`config.mk`:
```
export PLATFORM = sky130hd
export DESIGN_NAME = multi_cycle_controller
export DESIGN_NICKNAME = d
export VERILOG_FILES = /design/src/rtl/multi_cycle_controller.sv
export SDC_FILE = /design/constraint.sdc
export NUM_CORES = 1
export LEC_CHECK = 0
export BUFFER_PORTS_ARGS = -buffer_cell sky130_fd_sc_hd__buf_4
export CAP_MARGIN = 20
export CORE_UTILIZATION = 48
export DETAILED_ROUTE_END_ITERATION = 10
export GPL_TIMING_DRIVEN = 0
export PLACE_DENSITY = 0.89
export RECOVER_POWER = 25
export SYNTH_ARGS = -nofsm -noshare
export SYNTH_HDL_FRONTEND = slang
export SYNTH_SLANG_ARGS = --single-unit
```
`constraint.sdc`:
```
create_clock -name clk -period 2.3 [get_ports clk]
set_clock_uncertainty 0.15 [all_clocks]
set_input_delay 0.23 -clock clk [delete_from_list [all_inputs] [get_ports clk]]
set_output_delay 0.23 -clock clk [all_outputs]
set_load 0.005 [all_outputs]
```
`src/rtl/multi_cycle_controller.sv`:
```
// Multi-cycle RV32I control FSM: sequences Fetch/Decode/execute states and drives
// every datapath select and write enable, flagging unsupported encodings.
module multi_cycle_controller (
    input  logic       clk,
    input  logic       reset,
    input  logic [6:0] opcode,
    input  logic [2:0] f3,
    input  logic [6:0] f7,
    input  logic       zero,
    output logic       adr_src,
    output logic       mem_write,
    output logic       ir_write,
    output logic [2:0] imm_src,
    output logic [1:0] alu_src_a,
    output logic [1:0] alu_src_b,
    output logic [2:0] alu_function,
    output logic [1:0] result_src,
    output logic       reg_write,
    output logic       pc_write,
    output logic       old_pc_write,
    output logic       illegal
);

    typedef enum logic [3:0] {
        S_FETCH, S_DECODE, S_MEM_ADR, S_MEM_READ, S_MEM_WB, S_MEM_WRITE, S_EXEC_R,
        S_EXEC_I, S_ALU_WB, S_BRANCH, S_JUMP_PC, S_JALR_PC, S_LINK, S_LUI
    } state_t;

    localparam logic [6:0] OP_LOAD   = 7'b0000011;
    localparam logic [6:0] OP_STORE  = 7'b0100011;
    localparam logic [6:0] OP_R      = 7'b0110011;
    localparam logic [6:0] OP_I      = 7'b0010011;
    localparam logic [6:0] OP_BRANCH = 7'b1100011;
    localparam logic [6:0] OP_JAL    = 7'b1101111;
    localparam logic [6:0] OP_JALR   = 7'b1100111;
    localparam logic [6:0] OP_LUI    = 7'b0110111;

    localparam logic [2:0] ALU_ADD = 3'd0, ALU_SUB = 3'd1, ALU_AND = 3'd2, ALU_OR = 3'd3;
    localparam logic [2:0] ALU_XOR = 3'd4, ALU_SLT = 3'd5, ALU_SLTU = 3'd6;
    localparam logic [2:0] IMM_I = 3'd0, IMM_S = 3'd1, IMM_B = 3'd2, IMM_J = 3'd3, IMM_U = 3'd4;

    state_t state_q, state_d;
    logic   mem_write_raw, ir_write_raw, reg_write_raw, pc_write_raw;
    logic   old_pc_write_raw, illegal_raw;
    logic [2:0] op_fn;
    logic       op_ok;
    logic       unused_f7;

    // Only the bit that distinguishes sub from add matters here.
    assign unused_f7 = ^{f7[6], f7[4:0]};

    always_ff @(posedge clk or posedge reset) begin
        if (reset) begin
            state_q <= S_FETCH;
        end else begin
            state_q <= state_d;
        end
    end

    // Shared R/I-type function decode; sub exists only for register-register ops.
    always_comb begin
        op_fn = ALU_ADD;
        op_ok = 1'b1;
        case (f3)
            3'b000:  op_fn = (state_q == S_EXEC_R && f7[5]) ? ALU_SUB : ALU_ADD;
            3'b111:  op_fn = ALU_AND;
            3'b110:  op_fn = ALU_OR;
            3'b100:  op_fn = ALU_XOR;
            3'b010:  op_fn = ALU_SLT;
            3'b011:  op_fn = ALU_SLTU;
            default: op_ok = 1'b0;
        endcase
    end

    always_comb begin
        state_d          = state_q;
        adr_src          = 1'b0;
        mem_write_raw    = 1'b0;
        ir_write_raw     = 1'b0;
        imm_src          = IMM_I;
        alu_src_a        = 2'd0;
        alu_src_b        = 2'd0;
        alu_function     = ALU_ADD;
        result_src       = 2'd0;
        reg_write_raw    = 1'b0;
        pc_write_raw     = 1'b0;
        old_pc_write_raw = 1'b0;
        illegal_raw      = 1'b0;
        case (state_q)
            S_FETCH: begin
                ir_write_raw     = 1'b1;
                old_pc_write_raw = 1'b1;
                alu_src_b        = 2'd2;
                result_src       = 2'd2;
                pc_write_raw     = 1'b1;
                state_d          = S_DECODE;
            end
            S_DECODE: begin
                // ALU computes oldPC + B-immediate so BRANCH can use it later.
                alu_src_a = 2'd1;
                alu_src_b = 2'd1;
                imm_src   = IMM_B;
                case (opcode)
                    OP_LOAD, OP_STORE: state_d = S_MEM_ADR;
                    OP_R:              state_d = S_EXEC_R;
                    OP_I:              state_d = S_EXEC_I;
                    OP_BRANCH:         state_d = S_BRANCH;
                    OP_JAL:            state_d = S_JUMP_PC;
                    OP_JALR:           state_d = S_JALR_PC;
                    OP_LUI:            state_d = S_LUI;
                    default: begin
                        illegal_raw = 1'b1;
                        state_d     = S_FETCH;
                    end
                endcase
            end
            S_MEM_ADR: begin
                alu_src_a = 2'd2;
                alu_src_b = 2'd1;
                imm_src   = (opcode == OP_STORE) ? IMM_S : IMM_I;
                state_d   = (opcode == OP_STORE) ? S_MEM_WRITE : S_MEM_READ;
            end
            S_MEM_READ: begin
                adr_src = 1'b1;
                state_d = S_MEM_WB;
            end
            S_MEM_WB: begin
                result_src    = 2'd1;
                reg_write_raw = 1'b1;
                state_d       = S_FETCH;
            end
            S_MEM_WRITE: begin
                adr_src       = 1'b1;
                mem_write_raw = 1'b1;
                state_d       = S_FETCH;
            end
            S_EXEC_R, S_EXEC_I: begin
                alu_src_a    = 2'd2;
                alu_src_b    = (state_q == S_EXEC_I) ? 2'd1 : 2'd0;
                alu_function = op_fn;
                illegal_raw  = !op_ok;
                state_d      = op_ok ? S_ALU_WB : S_FETCH;
            end
            S_ALU_WB: begin
                reg_write_raw = 1'b1;
                state_d       = S_FETCH;
            end
            S_BRANCH: begin
                alu_src_a = 2'd2;
                state_d   = S_FETCH;
                case (f3)
                    3'b000: begin alu_function = ALU_SUB; pc_write_raw = zero;  end
                    3'b001: begin alu_function = ALU_SUB; pc_write_raw = !zero; end
                    3'b100: begin alu_function = ALU_SLT; pc_write_raw = !zero; end
                    3'b101: begin alu_function = ALU_SLT; pc_write_raw = zero;  end
                    default: illegal_raw = 1'b1;
                endcase
            end
            S_JUMP_PC, S_JALR_PC: begin
                // PC is redirected before the link write so rd==rs1 still sees old rs1.
                alu_src_a    = (state_q == S_JALR_PC) ? 2'd2 : 2'd1;
                alu_src_b    = 2'd1;
                imm_src      = (state_q == S_JALR_PC) ? IMM_I : IMM_J;
                result_src   = 2'd2;
                pc_write_raw = 1'b1;
                state_d      = S_LINK;
            end
            S_LINK: begin
                alu_src_a     = 2'd1;
                alu_src_b     = 2'd2;
                result_src    = 2'd2;
                reg_write_raw = 1'b1;
                state_d       = S_FETCH;
            end
            S_LUI: begin
                imm_src       = IMM_U;
                result_src    = 2'd3;
                reg_write_raw = 1'b1;
                state_d       = S_FETCH;
            end
            default: state_d = S_FETCH;
        endcase
    end

    // Reset parks the FSM in FETCH; keep its enables quiet until reset drops.
    assign mem_write    = mem_write_raw    & ~reset;
    assign ir_write     = ir_write_raw     & ~reset;
    assign reg_write    = reg_write_raw    & ~reset;
    assign pc_write     = pc_write_raw     & ~reset;
    assign old_pc_write = old_pc_write_raw & ~reset;
    assign illegal      = illegal_raw      & ~reset;

endmodule

```
==> impl_metrics.json, run 1 <==
{
  "areaGrowthSynthToFinish_pct": 38.3,
  "arrival_ps": 1780,
  "slew_viol_final": 0,
  "clockBufferDepth": 2,
  "firstDrtPassIters": 5,
  "core_area_um2": 1370,
  "synth_top_area_share": 0.135,
  "fin_crit_sh": 0.939,
  "synth-seq-area-share": 0.135,
  "h-tree-depth": 1,
  "grt_pass1_vias": 793,
  "routabilityCongestion": 0.812,
  "path_max_fanout": 10,
  "avgSynthCellArea_um2": 7.33,
  "largest_reg_flops": 4,
  "vias": 902,
  "syn_nets": 121,
  "maxCapViolations": 0,
  "finalHoldViolations": 0,
  "slew_headroom": 0.708,
  "synth_edf_count": 0,
  "grtUsageTotal": 0.278,
  "drtIter0Drc": 20,
  "status": "finished, final reports clean",
  "die_h_um": 41.3,
  "synth-seq-cells": 4,
  "cts_tree": "built",
  "power_leakage_nw": 0.442,
  "path_class": "flip-flop to primary output",
  "regMostFlops": "state_q",
  "setup-tns-final_ps": 0,
  "num_rows": 13,
  "chipWidth_um": 41.3,
  "wl_met3_um": 144,
  "layout-drive-gt1-share": 0.324,
  "avgViaCountPerCell": 5.97,
  "wl_met1_um": 843,
  "clk_pin_slew_worst_paths_ps": 40,
  "grt_first_pass_wirelength_mm": 3.17,
  "finalSetupViolCount": 0,
  "placed_area_um2": 992,
  "fmax_ghz": 0.463,
  "max-vdd-ir-drop_mv": 0.445,
  "synth_area_leaders": "dfrtp_1 14%, nand2b_1 5.9%, nor2b_1 5.1%",
  "n_antenna_cell": 0,
  "cts_made_buffers": 3,
  "hp-class": "input pin to flip-flop",
  "port_buffers": 31,
  "yosysWarningCount": 0,
  "pin_count": 39,
  "antenna_found_initial": 0,
  "start_util": 0.542,
  "tightest_slew_ps": 432,
  "rsz0062_at_grt": "false",
  "top_layer": "met4",
  "grt_overflow": 0,
  "ys_top_cells_by_count": "9 x nor2_1, 7 x clkbuf_1, 7 x nand2b_1",
  "wire_per_inst_um": 14.1,
  "routed_wl_mm": 2.13,
  "min_period_ps": 2160,
  "synth_flop_cell": "dfrtp_1",
  "pwr_density_cell_nw_per_um2": 645,
  "end_kind": "primary output",
  "synth_top_cell_by_area": "dfrtp_1",
  "postRouteAntennaNets": 0,
  "final_cell_area_um2": 1020,
  "drc": 0,
  "worstSkewPairLatency_ps": 230,
  "worstSetupStartpointType": "flip-flop",
  "netlist-cell-type-count": 42,
  "grt_max_degree": 11,
  "cts_setup_buffers": 0,
  "wl_met2_mm": 1.13,
  "syn_inst": 101,
  "hpwl_mm": 1.65,
  "clkSinkCount": 4,
  "cts-root-buf": "clkbuf_4",
  "reg_top3": "state_q x4",
  "die_area_um2": 1700,
  "yosysMostFrequentCell": "nor2_1",
  "synth-async-reset-ratio": 1.00,
  "nets": 158,
  "synth_area_um2": 741,
  "cp.required_ps": 1920
}
==> power breakdown <==
| part | switching, mW | internal (mW) | leakage (nW) | total (mW) |
|---|---|---|---|---|
| registers | 0.0150 | 0.0841 | 0.0533 | 0.0990 |
| clock network | 0.0274 | 0.0583 | 0.0138 | 0.0857 |
| logic | 0.235 | 0.242 | 0.375 | 0.476 |
==> through the flow <==
stage	std cells	setup WS, ps	power [mW]	hold WS (ps)	utilization
floorplan	101	566	0.371	-143	-
global placement	147	233	0.563	27.2	0.726
detailed placement	147	223	0.570	31.0	0.726
CTS	151	19.4	0.661	152	0.750
global route	151	32.6	0.722	162	0.750
finish	151	141	0.661	155	0.750
==> area by class of cell <==
cell class | instances | area, um2
inverter | 7 | 26.3
buffer | 9 | 42.5
tap | 15 | 18.8
fill | 116 | 342
sequential | 4 | 100
timing repair buffer | 32 | 239
multi-input combinational | 81 | 576
clock buffer | 3 | 22.5
==> critical path, stage by stage (launching register included) <==
cell     delay, ps
dfrtp_1        410
buf_2          280
nor4b_1        410
o41ai_1        150
o22ai_1        160
buf_4          130
==> cell usage in the layout, fill, tap and decap left out, drive strengths merged, types with 3 or more instances in the layout <==
cell type  netlist  final
nand2            3      3
nor2             9      9
nand3b           3      3
dfrtp            4      4
o21ai            4      4
buf              2     32
a21oi            6      6
nand2b           7      7
inv              7      7
clkbuf           7     11
o22ai            5      5
nor2b            6      6
nor3             4      4
==> path summary, 6_finish.rpt <==
| check | from | depth (start not counted) | end | slack, ps |
|---|---|---|---|---|
| worst max register to register | state_q[3] | 4 | state_q[2] | 640 |
| max in group asynchronous | reset | 3 | state_q[1] | 1420 |
| worst min register to register | state_q[2] | 2 | state_q[0] | 530 |
| min in group asynchronous | reset | 3 | state_q[3] | 400 |
| worst max-delay path | state_q[0] | 5 | illegal | 140 |
| worst min-delay path | opcode[0] | 3 | state_q[0] | 150 |
==> kinds of logic (layout without fill, tap and decap cells) <==
group,Yosys count,count (layout),synth area share
flip-flops,4,4,0.135
XOR/XNOR,3,3,0.0557
buffers and inverters,16,51,0.0878
AND/OR/NAND/NOR,47,47,0.410
AO/OA/AOI/OAI,31,31,0.311
==> layer usage <==
metal,up-vias,global-route usage
met4,0,0.0242
li1,448,-
met1,404,0.315
met3,2,0.0815
met2,48,0.523
met5,-,0
==> repair_timing <==
action | CTS | global route
hold buffers | 1 | 0
gates resized for setup | 0 | 6
endpoints found under the hold margin | 4 | 0
endpoints found under the setup margin | 0 | 8
Power figures use the tool's default switching activity.
==> run 2, diff against run 1 <==
--- a/config.mk
+++ b/config.mk
@@ -10,6 +10,7 @@
 export CORE_UTILIZATION = 48
 export DETAILED_ROUTE_END_ITERATION = 10
 export GPL_TIMING_DRIVEN = 0
+export MAX_ROUTING_LAYER = met4
 export PLACE_DENSITY = 0.89
 export RECOVER_POWER = 25
 export SYNTH_ARGS = -nofsm -noshare
==> constraint.sdc (replaced) <==
create_clock -name clk -period 2.6 [get_ports clk]
set_clock_uncertainty 0.15 [all_clocks]
set_input_delay 0.26 -clock clk [delete_from_list [all_inputs] [get_ports clk]]
set_output_delay 0.26 -clock clk [all_outputs]
set_load 0.005 [all_outputs]
==> impl_metrics.json, run 2 (synthesized netlist as in run 1, its figures left out) <==
{
  "worstSkewPairLatency_ps": 230,
  "worstSetupStartpointType": "flip-flop",
  "pwr-share-clk": 0.131,
  "start_util": 0.542,
  "critPathBufInv": 4,
  "routed_wl_mm": 2.16,
  "min_period_ps": 2330,
  "setup-tns-final_ps": 0,
  "postRouteAntennaNets": 0,
  "tightest_slew_ps": 486,
  "h-tree-depth": 1,
  "path_max_fanout": 10,
  "final_cell_area_um2": 1020,
  "cts_setup_buffers": 0,
  "slew_headroom": 0.676,
  "clkSinkCount": 4,
  "grt_overflow": 0,
  "layout-drive-gt1-share": 0.301,
  "fin_crit_sh": 0.897,
  "placed_area_um2": 992,
  "cts-root-buf": "clkbuf_4",
  "crit_slowest_cell": "clkbuf_1",
  "largest_reg_flops": 4,
  "final_cell_mix": "31 x buf_4, 9 x nor2_1, 8 x clkbuf_1",
  "cp_top_family": "buffers and inverters",
  "grt_first_pass_wirelength_mm": 3.17,
  "finalHoldViolations": 0,
  "slew_viol_final": 0,
  "path_class": "flip-flop to primary output",
  "rsz0062_at_grt": "false",
  "die_h_um": 41.3,
  "grt_pass1_vias": 793,
  "preCtsSetupSlack_ps": 463,
  "core_area_um2": 1370,
  "grtUsageTotal": 0.285,
  "cts_tree": "built",
  "vias": 902,
  "p_sw_mw": 0.247,
  "internal_power_mw": 0.339,
  "n_antenna_cell": 0,
  "combPwrFrac": 0.719,
  "slowest_delay_ps": 430,
  "status": "finished, final reports clean",
  "antenna_found_initial": 0,
  "power_mw": 0.586,
  "hp-class": "input pin to flip-flop",
  "p_seq_frac": 0.150,
  "grt_max_degree": 11,
  "arrival_ps": 1920,
  "rr_worst_depth": 4,
  "finalNonFillerCells": 151,
  "routabilityCongestion": 0.824,
  "max-vdd-ir-drop_mv": 0.395,
  "drtIter0Drc": 31,
  "die_area_um2": 1700,
  "maxCapViolations": 0,
  "end_kind": "primary output",
  "cp.depth": 6,
  "chipWidth_um": 41.3,
  "clockBufferDepth": 2,
  "port_buffers": 31,
  "nets": 158,
  "avgViaCountPerCell": 5.97,
  "p_sw_frac": 0.422,
  "dp_cells": 147,
  "drc": 0,
  "final_common_cell": "buf_4",
  "whs_ps": 192,
  "wire_per_inst_um": 14.3,
  "hold_path_depth": 3,
  "postCtsHoldBufs": 1,
  "regMostFlops": "state_q",
  "cts_made_buffers": 3,
  "reg_top3": "state_q x4",
  "clk_pin_slew_worst_paths_ps": 40,
  "pwr_density_cell_nw_per_um2": 574,
  "cp.required_ps": 2190,
  "pin_count": 39,
  "fmax_ghz": 0.429,
  "hpwl_mm": 1.65,
  "finalSetupViolCount": 0,
  "utilization": 0.747,
  "ctsResizeCount": 0,
  "power_leakage_nw": 0.432,
  "firstDrtPassIters": 4,
  "path_cells": "clkbuf_1 -> clkbuf_1 -> nor2_1 -> and3_1 -> buf_4 -> buf_4",
  "num_rows": 13,
  "areaGrowthSynthToFinish_pct": 37.8,
  "finalWorstSetupSlack_ps": 267
}
## run 2: cell counts in the layout (fill, tap and decap cells not counted)
Identical to the previous run, type by type.
## run 2: layout make-up
| class | count | area (um2) |
|---|---|---|
| Buffer | 9 | 38.8 |
| Clock buffer | 3 | 22.5 |
| Fill cell | 118 | 345 |
| Inverter | 7 | 26.3 |
| Multi-Input combinational cell | 81 | 576 |
| Sequential cell | 4 | 100 |
| Tap cell | 15 | 18.8 |
| Timing Repair Buffer | 32 | 239 |
## run 2: worst reg2reg max path, stage by stage, from the launching register on
cell	delay, ps
dfrtp_1	330
clkbuf_1	300
clkbuf_1	420
nor2_1	140
a32o_1	290
## run 2: path summary, 6_finish.rpt
path	start	endpoint	slack [ps]
worst min-delay path	opcode[0]	state_q[0]	190
max in group asynchronous	reset	state_q[1]	1680
min in group asynchronous	reset	state_q[2]	440
worst max register to register	state_q[3]	state_q[1]	850
worst max-delay path	state_q[1]	old_pc_write	270
worst min register to register	state_q[2]	state_q[0]	540
## run 2: power groups by stage
| stage | Sequential, mW | Combinational [mW] | Clock (mW) |
|---|---|---|---|
| 3_3_place_gp | 0.0882 | 0.410 | 0 |
| 5_1_grt | 0.0911 | 0.463 | 0.0833 |
| 2_1_floorplan | 0.0843 | 0.244 | 0 |
| 6_report | 0.0879 | 0.421 | 0.0769 |
| 3_5_place_dp | 0.0884 | 0.416 | 0 |
| 4_1_cts | 0.0874 | 0.419 | 0.0783 |
## run 2: metal layers
| metal | routed length, um | up-vias | global-route usage |
|---|---|---|---|
| met3 | 147 | 2 | 0.0815 |
| met1 | 851 | 406 | 0.315 |
| met2 | 1160 | 49 | 0.523 |
| met4 | 8 | 0 | 0.0242 |
| li1 | - | 445 | - |
| met5 | 0 | - | - |
